`src/rtl/fp16_mul_seq_if.sv`:
```
// fp16_mul_seq_if: operand/result handshake bundle for the FP16 sequential multiplier.
interface fp16_mul_seq_if;
  logic        in_valid;
  logic        in_ready;
  logic [15:0] a;
  logic [15:0] b;
  logic        out_valid;
  logic        out_ready;
  logic [15:0] result;
  logic [3:0]  flags;
  modport master (output in_valid, a, b, out_ready, input in_ready, out_valid, result, flags);
  modport slave (input in_valid, a, b, out_ready, output in_ready, out_valid, result, flags);
endinterface

```
`src/rtl/fp16_mul_seq.sv`:
```
// fp16_mul_seq: multi-cycle FP16 multiplier, serial 11-cycle shift-add mantissa product.
// Define FP16_MUL_RNE_EN for round-to-nearest-even; otherwise results truncate.
module fp16_mul_seq (
  input logic           clk,
  input logic           rst_n,
  fp16_mul_seq_if.slave bus
);
  typedef enum logic [2:0] {IDLE, ALIGN, MULT, NORM, ROUND, DONE} state_t;
  state_t            r_state;
  logic [15:0]       r_a, r_b;
  logic              r_sign, r_g, r_s;
  logic signed [6:0] r_exp;
  logic [21:0]       r_p, r_mcand;
  logic [10:0]       r_mplier;
  logic [3:0]        r_cnt;
  logic [9:0]        r_frac;
  logic [4:0]        w_ea, w_eb;
  logic              w_invalid, w_inf, w_zero, w_sign, w_inc, w_ovf, w_unf;
  logic signed [6:0] w_exp_sum, w_exp_r;
  logic [10:0]       w_frac_r;
  assign w_ea      = r_a[14:10];
  assign w_eb      = r_b[14:10];
  assign w_sign    = r_a[15] ^ r_b[15];
  // subnormals have exp 0 and therefore fall into the zero class
  assign w_inf     = (&w_ea & ~|r_a[9:0]) | (&w_eb & ~|r_b[9:0]);
  assign w_zero    = ~|w_ea | ~|w_eb;
  assign w_invalid = (&w_ea & |r_a[9:0]) | (&w_eb & |r_b[9:0]) | (w_inf & w_zero);
  assign w_exp_sum = $signed({2'b0, w_ea}) + $signed({2'b0, w_eb}) - 7'sd15;
`ifdef FP16_MUL_RNE_EN
  assign w_inc = r_g & (r_s | r_frac[0]);
`else
  assign w_inc = 1'b0;
`endif
  assign w_frac_r = {1'b0, r_frac} + {10'b0, w_inc};
  assign w_exp_r  = r_exp + $signed({6'b0, w_frac_r[10]});
  assign w_ovf    = w_exp_r > 7'sd30;
  assign w_unf    = w_exp_r < 7'sd1;
  always_ff @(posedge clk or negedge rst_n) begin
    if (!rst_n) begin
      r_state       <= IDLE;
      r_a           <= '0;
      r_b           <= '0;
      r_sign        <= 1'b0;
      r_g           <= 1'b0;
      r_s           <= 1'b0;
      r_exp         <= '0;
      r_p           <= '0;
      r_mcand       <= '0;
      r_mplier      <= '0;
      r_cnt         <= '0;
      r_frac        <= '0;
      bus.in_ready  <= 1'b1;
      bus.out_valid <= 1'b0;
      bus.result    <= '0;
      bus.flags     <= '0;
    end else begin
      case (r_state)
        IDLE: if (bus.in_valid) begin
          r_a          <= bus.a;
          r_b          <= bus.b;
          bus.in_ready <= 1'b0;
          r_state      <= ALIGN;
        end
        ALIGN: begin
          r_sign   <= w_sign;
          r_exp    <= w_exp_sum;
          r_p      <= '0;
          r_cnt    <= '0;
          r_mcand  <= {11'b0, |w_ea, r_a[9:0]};
          r_mplier <= {|w_eb, r_b[9:0]};
          if (w_invalid | w_inf | w_zero) begin
            bus.result    <= w_invalid ? 16'h7E00 : {w_sign, w_inf ? 15'h7C00 : 15'h0000};
            bus.flags     <= {w_invalid, 3'b000};
            bus.out_valid <= 1'b1;
            r_state       <= DONE;
          end else
            r_state <= MULT;
        end
        MULT: begin
          r_p     <= r_p + (r_mplier[r_cnt] ? r_mcand : 22'd0);
          r_mcand <= r_mcand << 1;
          r_cnt   <= r_cnt + 4'd1;
          if (r_cnt == 4'd10) r_state <= NORM;
        end
        NORM: begin
          {r_frac, r_g, r_s} <= r_p[21] ? {r_p[20:11], r_p[10], |r_p[9:0]} : {r_p[19:10], r_p[9], |r_p[8:0]};
          r_exp   <= r_exp + (r_p[21] ? 7'sd1 : 7'sd0);
          r_state <= ROUND;
        end
        ROUND: begin
          bus.result    <= w_ovf ? {r_sign, 15'h7C00} : w_unf ? {r_sign, 15'h0000} : {r_sign, w_exp_r[4:0], w_frac_r[9:0]};
          bus.flags     <= {1'b0, w_ovf, w_unf, w_ovf | w_unf | r_g | r_s};
          bus.out_valid <= 1'b1;
          r_state       <= DONE;
        end
        DONE: if (bus.out_ready) begin
          bus.out_valid <= 1'b0;
          bus.in_ready  <= 1'b1;
          r_state       <= IDLE;
        end
        default: r_state <= IDLE;
      endcase
    end
  end
endmodule

```
`src/flat_wrapper.sv`:
```
// flat-port wrapper written by rule: the top's interface ports become plain ports
module fp16_mul_seq_flat 
  (clk, rst_n, bus_in_valid, bus_a, bus_b, bus_out_ready, bus_in_ready, bus_out_valid, bus_result, bus_flags);
  fp16_mul_seq_if bus_i ();
  input logic clk;
  input logic rst_n;
  input wire logic [$bits(bus_i.in_valid)-1:0] bus_in_valid;
  input wire logic [$bits(bus_i.a)-1:0] bus_a;
  input wire logic [$bits(bus_i.b)-1:0] bus_b;
  input wire logic [$bits(bus_i.out_ready)-1:0] bus_out_ready;
  output wire logic [$bits(bus_i.in_ready)-1:0] bus_in_ready;
  output wire logic [$bits(bus_i.out_valid)-1:0] bus_out_valid;
  output wire logic [$bits(bus_i.result)-1:0] bus_result;
  output wire logic [$bits(bus_i.flags)-1:0] bus_flags;
  assign bus_i.in_valid = bus_in_valid;
  assign bus_i.a = bus_a;
  assign bus_i.b = bus_b;
  assign bus_i.out_ready = bus_out_ready;
  assign bus_in_ready = bus_i.in_ready;
  assign bus_out_valid = bus_i.out_valid;
  assign bus_result = bus_i.result;
  assign bus_flags = bus_i.flags;
  fp16_mul_seq u_core (.clk(clk), .rst_n(rst_n), .bus(bus_i));
endmodule
```
`config.mk`:
```
export PLATFORM = sky130hd
export DESIGN_NAME = fp16_mul_seq_flat
export DESIGN_NICKNAME = d
export VERILOG_FILES = /design/src/rtl/fp16_mul_seq_if.sv /design/src/rtl/fp16_mul_seq.sv /design/src/flat_wrapper.sv
export SDC_FILE = /design/constraint.sdc
export NUM_CORES = 1
export LEC_CHECK = 0
export CAP_MARGIN = 20
export CORE_ASPECT_RATIO = 1.2
export CORE_MARGIN = 3
export CORE_UTILIZATION = 61
export CTS_BUF_LIST = sky130_fd_sc_hd__clkbuf_4
export DETAILED_ROUTE_END_ITERATION = 8
export GPL_TIMING_DRIVEN = 0
export PLACE_DENSITY = 0.94
export SETUP_SLACK_MARGIN = 0.4
export SYNTH_ARGS = -nofsm -noshare
export SYNTH_HDL_FRONTEND = slang
export SYNTH_SLANG_ARGS = --single-unit
```
`constraint.sdc`:
```
create_clock -name clk -period 3.7 [get_ports clk]
set_input_delay 0.555 -clock clk [delete_from_list [all_inputs] [get_ports clk]]
set_output_delay 0.555 -clock clk [all_outputs]
set_load 0.01 [all_outputs]
```
# Yosys cells after proc, flatten, opt, wreduce, memory -nomap -nowiden
# Index checks and enable logic that the tools add are counted.
word_totals:
  register_bits: 136
  in_bits: 36
  elab_cells: 100
classes:
  addsub: 5
  n_lt_le_gt_ge: 3
  eq_ne: 10
  muxes: 28
  n_bitwise: 15
  reduce_logical: 23
op_table:
  columns: ["cell", "n"]
  rows:
  - ["22-bit one-hot mux with 2 select lines", 2]
  - ["15-bit two-way mux", 3]
  - ["16-bit two-way mux", 2]
  - ["16-bit one-hot mux with 2 select lines", 1]
  - ["10-bit OR reduction", 3]
  - ["22-bit adder", 1]
  - ["22-bit two-way mux", 1]
  - ["3-bit one-hot mux with 6 select lines", 1]
  - ["4-bit one-hot mux with 2 select lines", 2]
  - ["7-bit one-hot mux with 2 select lines", 1]
  - ["12-bit two-way mux", 1]
  - ["3-bit two-way mux", 4]
  - ["5-bit AND reduction", 2]
  - ["5-bit OR reduction", 2]
  - ["1-bit OR", 9]
  - ["3-bit AND reduction", 3]
  - ["9-bit OR reduction", 1]
  - ["2-bit nonzero test", 4]
  - ["7-bit adder", 1]
  - ["7-bit by 6-bit greater-than comparator with 1-bit output (second input constant)", 1]
  - ["7-bit by 2-bit < comparator with 1-bit output (second input constant)", 1]
  - ["7-bit by 5-bit subtractor with 7-bit output (second input constant)", 1]
  - ["5-bit by 5-bit adder with 6-bit output", 1]
  - ["3-bit by 2-bit == test with 1-bit output (second input constant)", 2]
  - ["18 further kinds", 34]

# Depth between registers and ports, before layout
depth:
  depth_word: 10
  depth_mapped: 17
  depth_no_buf: 15

# Least setup slack after synthesis
# OpenSTA, ideal clock, no wires.
synth_path:
  kind: "reg2reg"
  startpoint: "register u_core.r_cnt[0]"
  endpoint: "register u_core.r_p[16]"
  setup_ns: 0.133
  t_arrival_ns: 3.254
  required_ns: 3.567
  slack_ns: 0.313
  path_stages_with_launch: 17
  n_path_buf: 2
  path_cell_list: "dfrtp_1 -> buf_6 -> mux4_2 -> nor2_2 -> o31ai_2 -> clkbuf_1 -> and2_1 -> ha_1 -> inv_1 -> fa_1 -> nor2b_1 -> o211ai_1 -> a21boi_1 -> o21ai_0 -> o311ai_1 -> xnor2_1 -> o21ai_0"
synth_via:
  elab_chain_len: 5
synth_rtl:
  columns: ["item", "line", "source"]
  rows:
  - ["start: declaration", "fp16_mul_seq.sv:15", "logic [3:0] r_cnt;"]
  - ["start signal: assignment", "fp16_mul_seq.sv:82", "r_cnt <= r_cnt + 4'd1;"]
  - ["1-bit binary-select mux with 4-bit select", "fp16_mul_seq.sv:80", "r_p <= r_p + (r_mplier[r_cnt] ? r_mcand : 22'd0);"]
  - ["1-bit two-way mux (not written as such)", "fp16_mul_seq.sv:80", null]
  - ["22-bit two-way mux", "fp16_mul_seq.sv:80", null]
  - ["22-bit adder", "fp16_mul_seq.sv:80", null]
  - ["22-bit one-hot mux with 2 select lines", "fp16_mul_seq.sv:57", "case (r_state)"]
  - ["end signal: assignment", "fp16_mul_seq.sv:80", null]
  - ["end: declaration", "fp16_mul_seq.sv:13", "logic [21:0] r_p, r_mcand;"]
# Every way passes these cells. The select of a mux whose other input is x is not followed.
# A chain may end at the register's enable or synchronous reset.

# Worst setup path after layout
layout_path:
  startpoint: "register u_core.r_cnt[0]"
  endpoint: "register u_core.r_p[21]"
# Same word-level chain as after synthesis.

==> results.cfg <==
[timing]
maxSlewViolCount = 0
holdWs_ns = 0.4555
hold_viol = 0
clock.fmax_ghz = 0.2693
worstMarginPinSlew_ns = 0.7120
slew_headroom = 0.5236
rsz0062_at_grt = true
setup_tns_ns = -0.02191
period_share = 1.004
fin_skew_ns = 0.02494
finalSetupViolations = 2
post-route-min-period_ns = 3.714
fin_ws_ns = -0.01394

[route]
avgViaCountPerCell = 6.418
drt_iter0_drc = 774
routedWlPerCell_um = 19.21
routed_wl_um = 19410
drtAntennaViolNets = 0
first_pass_iters = 5
vias = 6482
drc = 0

[grt]
use_met3 = 0.05722
grt_max_degree = 97
grt.busiest_layer = met2
antenna_found_initial = 0
met2_usage = 0.4839
grtUsageTotal = 0.2818
grt_pass1_vias = 6445
grt_pass1_wl_um = 30150
grt_use_met1 = 0.3354
grt_remaining_overflow = 0

[logic_synthesis]
ys_seq_area_frac = 0.4708
synthesis.area_mm2 = 0.007232
yosysWarnings = 0
synth-edff-count = 0
ys_types = 64
ys_seq_elements = 136
avgSynthCellArea_um2 = 9.799
synth_top_area_share = 0.4671
synth_top_cell_by_area = dfrtp_1
syn_nets = 807
synthCells = 738
synth_ff_type = dfrtp_1
synth_most_common_cell = dfrtp_1
async_flop_share = 1.000
synth.area.top_cells = dfrtp_1 (47%), nand2_1 (6.5%), ha_1 (5.4%)
ys_top_cells_by_count = dfrtp_1 (135), nand2_1 (126), o21ai_0 (64)

[job]
maxCapViolCount = 0

[worst_setup_path]
start_kind = flop
ff2ff_setup_slack_ns = -0.01
worst_path_max_delay_cell = mux4_2
end_kind = flop
crit_required_ns = 4.16
crit_family = simple AND/OR/NAND/NOR gates
crit_chain = buf_6 > buf_12 > mux4_2 > nand3b_1 > o31ai_4 > buf_4 > buf_6 > and2_4 > ha_4 > buf_6 > nand2_1 > nor2_1 > nor3_2 > a211oi_2 > o211ai_1 > and3_1 > a211o_1
path_buf_inv = 5
max_stage_delay_ns = 0.48
cp_max_fo = 7
crit_type = reg2reg
cpMostUsedCell = buf_6
arrival_ns = 4.17

[cts]
clock_sinks = 136
clk_path_buf_depth = 2
htree_levels = 4
numCtsBuffers = 17
clock_latency_ns = 0.56
cts-root-buf = clkbuf_4
path_clk_slew_ns = 0.13
cts_tree = done

[final_layout]
diodes = 0
design_area_mm2 = 0.008965
drive_above_1_share = 0.2021
areaGrowthSynthToFinish_pct = 23.96
utilization = 0.7935
nets = 913

[placement]
gp_congestion = 0.9262
portBuffers = 57
placed_area_mm2 = 0.008066
hpwl_um = 12970

[power]
p_leak_nw = 3.915
powerDensity_mw_per_mm2 = 767.5
ir_worst_vdd_uv = 516.4

[min_path]
min_path_type = in2async

[floorplan]
start_util = 0.6401
num_rows = 42
die_w_um = 105.4
die_area_mm2 = 0.01320
core_mm2 = 0.01130
die_h_um = 125.3
pin_count = 58

[outcome]
violations = negative setup slack
status = finished, violations left
## logic make-up (layout without fill, tap and decap cells)
group	count (synthesis)	in the layout	share of synthesized area
AOI/OAI and AO/OA	186	186	0.1678
xor gates and xnor gates	26	26	0.03149
adders and majority gates	33	33	0.05917
buffers and inverters	47	165	0.02647
DFF	136	136	0.4708
muxes	50	50	0.07872
and+or+nand+nor	260	260	0.1656
## cell usage in the layout (no fill, tap or decap), types with 11 or more instances in the layout
cell	Yosys	final
a21o_1	11	11
a21oi_1	34	25
a22o_1	25	25
a22oi_1	11	11
and2_1	22	16
buf_4	0	22
clkbuf_1	29	21
clkbuf_4	0	21
clkdlybuf4s50_1	0	56
dfrtp_1	135	134
ha_1	31	21
mux2_2	34	34
mux2i_1	13	13
nand2_1	126	124
nand3_1	22	22
nor2_1	37	37
o21ai_0	64	50
o21ai_1	1	11
xnor2_1	14	12
xor2_1	12	11
## metrics by stage
| step | worst slack [ns] | total power [W] | std cells |
|---|---|---|---|
| 2_1_floorplan | 0.3863 | 0.004430 | 738 |
| 3_3_place_gp | -2.988 | 0.005157 | 949 |
| 3_5_place_dp | -0.2037 | 0.005381 | 950 |
| 4_1_cts | 0.1591 | 0.006552 | 993 |
| 5_1_grt | -0.1416 | 0.007306 | 1010 |
| 6_report | -0.01394 | 0.006881 | 1010 |
## registers in the layout (all words and copies together) (netlist names), 4 cells and up
register and count:
u_core.r_mplier 11, u_core.bus.result 16, u_core.r_cnt 4, u_core.r_p 22, u_core.r_a 16, u_core.r_exp 7, u_core.r_b 16, u_core.bus.flags 4
u_core.r_mcand 22, u_core.r_frac 10
## where the power goes
part / leakage (nW) / internal (W) / switching, W
clock: 0.154 / 0.000468 / 0.000551
combinational: 2.01 / 0.00148 / 0.00189
sequential: 1.75 / 0.00201 / 0.000481
total: 3.91 / 0.00396 / 0.00292
## area by class of cell
| cell class | count | area (um2) |
|---|---|---|
| multi-input cells | 555 | 3978 |
| flip-flops and latches | 136 | 3406 |
| fillers | 630 | 2333 |
| repair buffers | 87 | 847.1 |
| plain buffers | 38 | 217.7 |
| well taps | 154 | 192.7 |
| clock inverters | 13 | 155.1 |
| clock buffers | 18 | 135.1 |
| inverters | 9 | 33.78 |
## timing repair
| item | CTS | global route |
|---|---|---|
| hold buffers | 1 | 0 |
| pin swaps | 15 | 32 |
| buffers inserted | 9 | 17 |
| endpoints found under the hold margin | 39 | 0 |
| gates resized for setup | 41 | 64 |
| endpoints found under the setup margin | 16 | 16 |
| gates cloned | 2 | 0 |
## path summary, 6_finish.rpt
kind / start / endpoint / cells past startpoint
min in group clk: u_core.r_mplier[1] / u_core.r_mplier[1] / 2
worst max-delay path: u_core.r_cnt[0] / u_core.r_p[21] / 17
max in group asynchronous: rst_n / u_core.r_a[5] / 3
worst max register to register: u_core.r_cnt[0] / u_core.r_p[21] / 17
worst min-delay path: rst_n / u_core.r_exp[1] / 2
worst min register to register: u_core.r_mplier[1] / u_core.r_mplier[1] / 2
## routing by layer
| metal | vias up | wire length, um |
|---|---|---|
| met5 | - | 0 |
| met4 | 0 | 839 |
| met3 | 102 | 1487 |
| met2 | 398 | 9963 |
| met1 | 3132 | 7116 |
| li1 | 2850 | - |
Power figures use the tool's default switching activity.
